`config.mk`:
```
export PLATFORM = sky130hd
export DESIGN_NAME = protein_assay_sequencer
export DESIGN_NICKNAME = d
export VERILOG_FILES = /design/src/rtl/protein_assay_sequencer.sv
export SDC_FILE = /design/constraint.sdc
export NUM_CORES = 1
export LEC_CHECK = 0
export ABC_AREA = 1
export CORE_AREA = 2 2 96 98
export DETAILED_ROUTE_END_ITERATION = 6
export DIE_AREA = 0 0 98 100
export PLACE_DENSITY = 0.66
export SYNTH_ARGS = -nofsm -noshare
export SYNTH_HDL_FRONTEND = slang
export SYNTH_SLANG_ARGS = --single-unit
```
`constraint.sdc`:
```
create_clock -name clk -period 2.86 [get_ports clk]
set_input_delay 0.429 -clock clk [delete_from_list [all_inputs] [get_ports clk]]
set_output_delay 0.429 -clock clk [all_outputs]
set_load 0.01 [all_outputs]
```
`src/rtl/protein_assay_sequencer.sv`:
```
// Run-time sequencer for the colorimetric protein assay: dispense, mix, per-channel optical readout.
// Optional optical ack timeout enabled by defining OPT_TIMEOUT_EN.
module protein_assay_sequencer #(
    parameter int N_BUF          = 39,
    parameter int N_OPT          = 8,
    parameter int DISP_CYCLES    = 16,
    parameter int MIX_CYCLES     = 64,
    parameter int OPT_W          = 12,
    parameter int TIMEOUT_CYCLES = 256
) (
    input  logic                     clk,
    input  logic                     rst_n,
    input  logic                     start,
    input  logic                     abort,
    output logic                     smp_en,
    output logic [N_BUF-1:0]         buf_en,
    output logic                     opt_req,
    output logic [$clog2(N_OPT)-1:0] opt_sel,
    input  logic                     opt_ack,
    input  logic [OPT_W-1:0]         opt_data,
    output logic                     res_valid,
    input  logic                     res_ready,
    output logic [$clog2(N_OPT)-1:0] res_ch,
    output logic [OPT_W-1:0]         res_data,
    output logic                     res_err,
    output logic                     busy,
    output logic                     done
);
    localparam int SEL_W = $clog2(N_OPT);
    localparam int MAX_A = (DISP_CYCLES > MIX_CYCLES) ? DISP_CYCLES : MIX_CYCLES;
    localparam int MAX_BOUND = (MAX_A > TIMEOUT_CYCLES) ? MAX_A : TIMEOUT_CYCLES;
    localparam int CNT_W = $clog2(MAX_BOUND) + 1;
    localparam int CH_W = $clog2(N_OPT) + 1;
    localparam logic [CNT_W-1:0] DISP_LAST = CNT_W'(DISP_CYCLES - 1);
    localparam logic [CNT_W-1:0] MIX_LAST  = CNT_W'(MIX_CYCLES - 1);
    localparam logic [CH_W-1:0]  CH_LAST   = CH_W'(N_OPT - 1);

    typedef enum logic [2:0] {IDLE, SAMPLE, BUFFER, MIX, REQ, RESULT, DONE} state_t;

    state_t             state, state_nxt;
    logic [CNT_W-1:0]   cnt, cnt_nxt;
    logic [CH_W-1:0]    ch, ch_nxt;
    logic               smp_nxt, req_nxt, valid_nxt, busy_nxt, done_nxt;
    logic [N_BUF-1:0]   buf_nxt;
    logic [SEL_W-1:0]   sel_nxt, rch_nxt;
    logic [OPT_W-1:0]   rdata_nxt;
    logic               err_q, err_nxt;

    always_ff @(posedge clk or negedge rst_n) begin
        if (!rst_n) begin
            state     <= IDLE;
            cnt       <= '0;
            ch        <= '0;
            smp_en    <= 1'b0;
            buf_en    <= '0;
            opt_req   <= 1'b0;
            opt_sel   <= '0;
            res_valid <= 1'b0;
            res_ch    <= '0;
            res_data  <= '0;
            err_q     <= 1'b0;
            busy      <= 1'b0;
            done      <= 1'b0;
        end else begin
            state     <= state_nxt;
            cnt       <= cnt_nxt;
            ch        <= ch_nxt;
            smp_en    <= smp_nxt;
            buf_en    <= buf_nxt;
            opt_req   <= req_nxt;
            opt_sel   <= sel_nxt;
            res_valid <= valid_nxt;
            res_ch    <= rch_nxt;
            res_data  <= rdata_nxt;
            err_q     <= err_nxt;
            busy      <= busy_nxt;
            done      <= done_nxt;
        end
    end

    // Outputs are computed from the next state so every output leaves a flop.
    always_comb begin
        state_nxt = state;
        cnt_nxt   = cnt;
        ch_nxt    = ch;
        smp_nxt   = smp_en;
        buf_nxt   = buf_en;
        req_nxt   = opt_req;
        valid_nxt = res_valid;
        rch_nxt   = res_ch;
        rdata_nxt = res_data;
        err_nxt   = err_q;
        done_nxt  = 1'b0;
        if (abort) begin
            state_nxt = IDLE;
            cnt_nxt   = '0;
            ch_nxt    = '0;
            smp_nxt   = 1'b0;
            buf_nxt   = '0;
            req_nxt   = 1'b0;
            valid_nxt = 1'b0;
        end else begin
            case (state)
                IDLE: begin
                    if (start) begin
                        state_nxt = SAMPLE;
                        cnt_nxt   = '0;
                        smp_nxt   = 1'b1;
                    end
                end
                SAMPLE: begin
                    if (cnt == DISP_LAST) begin
                        state_nxt = BUFFER;
                        cnt_nxt   = '0;
                        smp_nxt   = 1'b0;
                        buf_nxt   = N_BUF'(1);
                    end else begin
                        cnt_nxt = cnt + 1'b1;
                    end
                end
                BUFFER: begin
                    if (cnt == DISP_LAST) begin
                        cnt_nxt = '0;
                        if (buf_en[N_BUF-1]) begin
                            state_nxt = MIX;
                            buf_nxt   = '0;
                        end else begin
                            buf_nxt = buf_en << 1;
                        end
                    end else begin
                        cnt_nxt = cnt + 1'b1;
                    end
                end
                MIX: begin
                    if (cnt == MIX_LAST) begin
                        state_nxt = REQ;
                        cnt_nxt   = '0;
                        ch_nxt    = '0;
                        req_nxt   = 1'b1;
                    end else begin
                        cnt_nxt = cnt + 1'b1;
                    end
                end
                REQ: begin
                    if (opt_ack) begin
                        state_nxt = RESULT;
                        cnt_nxt   = '0;
                        req_nxt   = 1'b0;
                        valid_nxt = 1'b1;
                        rch_nxt   = SEL_W'(ch);
                        rdata_nxt = opt_data;
                        err_nxt   = 1'b0;
`ifdef OPT_TIMEOUT_EN
                    end else if (cnt == CNT_W'(TIMEOUT_CYCLES - 1)) begin
                        state_nxt = RESULT;
                        cnt_nxt   = '0;
                        req_nxt   = 1'b0;
                        valid_nxt = 1'b1;
                        rch_nxt   = SEL_W'(ch);
                        rdata_nxt = '1;
                        err_nxt   = 1'b1;
                    end else begin
                        cnt_nxt = cnt + 1'b1;
`endif
                    end
                end
                RESULT: begin
                    if (res_ready) begin
                        valid_nxt = 1'b0;
                        if (ch == CH_LAST) begin
                            state_nxt = DONE;
                            done_nxt  = 1'b1;
                        end else begin
                            state_nxt = REQ;
                            ch_nxt    = ch + 1'b1;
                            cnt_nxt   = '0;
                            req_nxt   = 1'b1;
                        end
                    end
                end
                DONE:    state_nxt = IDLE;
                default: state_nxt = IDLE;
            endcase
        end
        busy_nxt = (state_nxt != IDLE);
        sel_nxt  = SEL_W'(ch_nxt);
    end

`ifdef OPT_TIMEOUT_EN
    assign res_err = err_q;
`else
    assign res_err = 1'b0;
`endif

endmodule

```
==> results of run 1 <==
-- logic make-up after synthesis --
group | synth area share
and+or+nand+nor | 0.354
adders and majority gates | 0.00726
AOI/OAI and AO/OA | 0.0287
xor gates and xnor gates | 0.0152
buffers and inverters | 0.0497
other | 0.00109
DFF | 0.544
-- critical path: stages (launching register included) --
cell and delay, ns:
dfrtp_1 0.39, ha_1 0.21, nand2_1 0.11, nor2_1 0.23
nand2_1 0.13, nand2_1 0.17, nand2_1 0.08, nand2_1 0.20
nand2_1 0.15, nand2_1 0.08, nand2_1 0.05
-- placed cells by master (no fill, tap or decap), types with 2 or more instances in the layout --
cell             count
clkbuf_8            10
a21oi_1              4
ha_1                 2
clkdlybuf4s50_1     78
bufinv_16            2
buf_4                5
inv_6                2
nand4_1              5
nor2_1              19
nand3_1             64
o21ai_0              7
xnor2_1              2
inv_1               14
nand2_2             11
nor3_1               3
o21bai_1             2
inv_2                3
dfrtp_1             75
nand2_1            169
xor2_1               4
-- stage by stage --
| step | power [mW] | utilization | instances | setup slack [ns] |
|---|---|---|---|---|
| 6_report | 2.11 | 0.510 | 606 | 0.989 |
| 3_3_place_gp | 1.19 | 0.483 | 590 | 0.702 |
| 2_1_floorplan | 1.13 | - | 414 | 1.23 |
| 3_5_place_dp | 1.19 | 0.483 | 590 | 0.602 |
| 4_1_cts | 2.13 | 0.510 | 606 | 0.982 |
| 5_1_grt | 2.19 | 0.510 | 606 | 0.692 |
-- cell type report --
class,count,area [um^2]
clock buffer,10,138
timing repair buffer,83,818
inverter,17,63.8
multi-input combinational,304,1400
clock inverter,6,93.8
fill,860,4360
tap,111,139
sequential,75,1880
-- path summary, 6_finish.rpt --
check                           cells after the start     endpoint  slack [ns]
worst min register to register                      2  res_data[0]        0.47
worst max register to register                     10   opt_sel[1]        0.99
worst max-delay path                               10   opt_sel[1]        0.99
worst min-delay path                                1   buf_en[10]        0.20
min in group clk                                    2  res_data[0]        0.47
max in group asynchronous                           1   buf_en[26]        2.05
-- power by group through the flow --
stage | clock network (mW) | registers (mW) | logic (mW)
floorplan | 0 | 1.09 | 0.0359
global placement | 0 | 1.09 | 0.0992
detailed placement | 0 | 1.09 | 0.0985
CTS | 0.964 | 1.07 | 0.0994
global route | 1.01 | 1.07 | 0.110
finish | 0.944 | 1.07 | 0.0972
-- sequential cells by signal, summed over array words and instances (netlist names) --
signal,cells
buf_en,39
smp_en,1
opt_sel,3
done,1
cnt,9
state,3
busy,1
res_valid,1
res_ch,3
opt_req,1
ch,1
res_data,12
-- layer usage --
metal / track usage / wire (um) / part of all wire / up-vias
li1: - / - / - / 1473
met1: 0.237 / 3670 / 0.47 / 1423
met2: 0.234 / 3400 / 0.44 / 81
met3: 0.0592 / 597 / 0.077 / 6
met4: 0.0513 / 80 / 0.010 / 0
met5: 0 / 0 / 0 / -
==> results.md, run 1 <==
- Area Overhead vs Synth: 31.3%
- Grt ovf: 0
- Inserted Clock Buffers: 9
- Share of cells above drive strength 1: 0.0828
- Post-synth net total: around 430
- WP data arrival: ~2.1 ns
- Post-Route WL: roughly 7700 um
- Clock power frac: 0.447
- Min Tclk post-route: ~1.9 ns
- Worst R2R Start: cnt[0]
- Die footprint: about 9800 um^2
- Antenna Diode Count: 0
- Syn Area/Cell: roughly 8.3 um^2
- Max cap viols: 0
- First-pass DRT Iterations: 4
- Mapped Area: about 3400 um^2
- Die Ht: ~100 um
- Hold_ws: 0.196 ns
- RSZ-0062 raised after global routing: no
- Pint: 1.62 mW
- Initial Util: 0.388
- Setup TNS: 0 ns
- Cells after Synth: 414
- CTS root buf: clkbuf_8
- Post-CTS setup buffer count: 0
- Max Clock Skew: 0.0149 ns
- Sequential share of power: 0.507
- TritonCTS clock tree: yes
- Clk buf depth: 2
- Row cnt: 35
- Worst vdd ir: ~280 uV
- YS warnings: 0
- Core Box Area: 8890 um^2
- Worst setup SP type: register
- Power per cell area: 466 nW/um^2
- NumNets Final: 510
- Comb power frac: 0.046
- LEAKAGE: 2.27 nW
- Worst Setup SP: cnt[0]
- Vias/cell: 4.92
- Fmax: 534 MHz
- Worst endpoint required time: 3.12 ns
- Placed Area: 4300 um^2
- Drt initial violations: 172
- Yosys top cell area share: 0.544
- Yosys reg bits: 75
- I/O pin cnt: 81
- # port buffers: 79
- Design area: 4530 um^2
- Worst slew margin: 0.382
- Status: finished, final reports clean
- Area leader, netlist: dfrtp_1
- Cell with the most instances after synthesis: nand2_1
- Routability cong.: around 0.87
- Vias in the first global route: 2728
- Fin. max-slew vios: 0
- Global-route wire length before repair: 13200 um
- Post-DP HPWL: 5140 um
- Global-route usage over all layers: 0.165
- DRC viols: 0
- Clock Pin Slew Worst Setup and Hold Paths: 0.09 ns
- Post_cts resized: 0
- Hold Violations, Final: 0
- Via count: 2983
- WL/cell: 12.8 um
- Initial antenna violation count: 0
- Critical path capture point type: register
- Detail Route Antenna Nets: 0
- Worst Tran Pin Value: 0.926 ns
- Tcrit/Tclk final: 0.654
- Hold Path Class: in2async
- Number of enable flip-flop cells after synthesis: 0
- Largest net degree at the start of global routing: 76
- Yosys cell types: 32
- Die width: a little under 100 um
- Clk Latency, worst-skew pair: 0.36 ns
- Setup-failing EPs final: 0
- Cts hold-fix bufs: 0
- Ys flop type: dfrtp_1
- CTS sink cnt: 75
- Htree depth: 3
- Sw frac: 0.230
- Fraction of registers with async set/reset: 1.00
- Synth cell count leaders: 169 x nand2_1, 75 x dfrtp_1, 64 x nand3_1
- Critical path class: reg2reg
- CP max FO: 7
- Area contributors post-synth: dfrtp_1 54%, nand2_1 18%, nand3_1 9.3%
- Net load switching power: between 0.4 and 0.5 mW
- Seq/Total Area, Yosys: 0.544
No activity file was read; power rests on OpenSTA's default activity.
==> run 2: changes to the inputs <==
- clock period: 2.86 -> 1.8 ns (I/O delays scaled with it)
==> results.md, run 2 (synthesis results as in run 1) <==
- Min Tclk post-route: 1.66 ns (was 1.87 ns)
- Hold Violations, Final: 0 (unchanged)
- Worst R2R Start: cnt[0] (unchanged)
- Die Ht: 100 um (unchanged)
- # port buffers: 79 (unchanged)
- Die footprint: 9800 um^2 (unchanged)
- Status: finished, final reports clean (unchanged)
- Worst endpoint required time: 2.09 ns (was 3.12 ns)
- CTS root buf: clkbuf_8 (unchanged)
- Worst setup SP type: register (unchanged)
- Sw frac: 0.231 (was 0.230)
- Power per cell area: 671 nW/um^2 (was 466 nW/um^2)
- Initial antenna violation count: 0 (unchanged)
- Max cap viols: 0 (unchanged)
- TritonCTS clock tree: yes (unchanged)
- Pint: 2.39 mW (was 1.62 mW)
- Post-DP HPWL: 5390 um (was 5140 um)
- Post-Route WL: 7930 um (was 7740 um)
- Most flops, register: buf_en (unchanged)
- R2R Path End: buf_en[28] (was opt_sel[1])
- NumNets Final: 523 (was 510)
- Comb power frac: 0.056 (was 0.046)
- LEAKAGE: 2.33 nW (was 2.27 nW)
- Antenna Diode Count: 0 (unchanged)
- Vias/cell: 4.84 (was 4.92)
- Clk buf depth: 2 (unchanged)
- First-pass DRT Iterations: 4 (unchanged)
- DRC viols: 0 (unchanged)
- Critical path capture point type: register (unchanged)
- Clock Pin Slew Worst Setup and Hold Paths: 0.08 ns (was 0.09 ns)
- Core Box Area: 8890 um^2 (unchanged)
- Die width: 98 um (unchanged)
- Largest regs: buf_en: 39 flops, res_data: 12 flops, cnt: 9 flops (unchanged)
- Via count: 2992 (was 2983)
- Net load switching power: 0.721 mW (was 0.486 mW)
- Commonest non-fill, non-tap cell in the layout: nand2_1 (unchanged)
- Crit-path max cell delay: 0.40 ns (was 0.39 ns)
- Fmax: 602 MHz (was 534 MHz)
- Most frequent cells in the layout: 168 x nand2_1, 78 x clkdlybuf4s50_1, 75 x dfrtp_1 (was 169 x nand2_1, 78 x clkdlybuf4s50_1, 75 x dfrtp_1)
- RSZ-0062 raised after global routing: no (unchanged)
- R2R depth: 8 (was 10)
- Detail Route Antenna Nets: 0 (unchanged)
- Area Overhead vs Synth: 34.6% (was 31.3%)
- Slowest CP cell: dfrtp_1 (unchanged)
- Clk Latency, worst-skew pair: 0.35 ns (was 0.36 ns)
- Hold Path Class: in2async (unchanged)
- Setup TNS: 0 ns (unchanged)
- Worst-path cell chain: ha_2, nand3_2, nor2_4, nand2_2, nor4_4, buf_12, nand2_1, nand2_1 (was ha_1, nand2_1, nor2_1, nand2_1, nand2_1, nand2_1, nand2_1, nand2_1, nand2_1, nand2_1)
- Initial Util: 0.388 (unchanged)
- WL/cell: 12.8 um (about the same)
- Max FFs per register: 39 (unchanged)
- Global-route usage over all layers: 0.173 (was 0.165)
- Vias in the first global route: 2964 (was 2728)
- Htree depth: 3 (unchanged)
- Worst vdd ir: 376 uV (was 277 uV)
- CTS sink cnt: 75 (unchanged)
- WP data arrival: 1.95 ns (was 2.13 ns)
- Global-route wire length before repair: 13900 um (was 13200 um)
- Largest net degree at the start of global routing: 43 (was 76)
- Inserted Clock Buffers: 9 (unchanged)
- I/O pin cnt: 81 (unchanged)
- Fin. max-slew vios: 0 (unchanged)
- Hold_ws: 0.414 ns (was 0.196 ns)
- Share of cells above drive strength 1: 0.107 (was 0.0828)
- Tcrit/Tclk final: 0.923 (was 0.654)
- Row cnt: 35 (unchanged)
- Clock power frac: 0.398 (was 0.447)
- Grt ovf: 0 (unchanged)
- Setup slack, reg-to-reg: 0.14 ns (was 0.99 ns)
- CP max FO: 37 (was 7)
- Sequential share of power: 0.545 (was 0.507)
- Max Clock Skew: 0.00670 ns (was 0.0149 ns)
- Setup-failing EPs final: 0 (unchanged)
- Routability cong.: 0.860 (was 0.867)
- Drt initial violations: 151 (was 172)
- Most frequent CP cell: nand2_1 (unchanged)
- Critical path class: reg2reg (unchanged)
[run 2: layout make-up]
type	count	area, um^2
Tap cell	111	139
Clock buffer	10	128
Clock inverter	5	55.1
Fill cell	876	4250
Sequential cell	75	1880
Timing Repair Buffer	96	968
Multi-Input combinational cell	304	1410
Inverter	17	63.8
[run 2: routing by layer]
layer	GRT usage	share of wire	up-vias
met1	0.238	0.48	1422
met5	0	0	-
met4	0.0641	0.016	0
met2	0.261	0.44	61
li1	-	-	1496
met3	0.0508	0.060	13
[run 2: critical path: cells and delay by family, from the launching register on]
kind | cells | cell delay (ns)
flops | 1 | 0.40
simple gates | 6 | 0.72
buf+inv | 1 | 0.25
fa+ha+maj | 1 | 0.22
[run 2: through the flow]
step	total power, mW	utilization	cell area (um^2)	cells	setup slack [ns]
after floorplan	1.79	-	3450	414	0.173
after global placement	1.91	0.499	4440	602	0.102
after detailed placement	1.91	0.499	4440	602	0.0481
after CTS	3.15	0.521	4630	618	0.110
after global routing	3.24	0.522	4640	618	0.0102
final	3.12	0.522	4640	618	0.138
[run 2: worst max path at each step]
| stage | to | cells past startpoint | from | slack, ns |
|---|---|---|---|---|
| floorplan | buf_en[2] | 8 | cnt[0] | 0.17 |
| global placement | opt_sel[0] | 8 | abort | 0.10 |
| detailed placement | cnt[0] | 8 | abort | 0.05 |
| CTS | buf_en[28] | 8 | cnt[0] | 0.11 |
| global route | buf_en[17] | 8 | cnt[0] | 0.01 |
| finish | buf_en[28] | 8 | cnt[0] | 0.14 |
[run 2: power groups by stage]
stage | logic (mW) | clock network [mW] | registers (mW)
finish | 0.176 | 1.24 | 1.70
global placement | 0.174 | 0 | 1.73
global route | 0.195 | 1.35 | 1.70
floorplan | 0.0570 | 0 | 1.73
CTS | 0.178 | 1.27 | 1.70
detailed placement | 0.176 | 0 | 1.73
[run 2: timing repair]
item,4_1_cts,5_1_grt
hold buffers,1,0
hold endpoints to repair,34,0
endpoints found under the setup margin,0,8
setup buffers,0,0
resized for setup,0,3
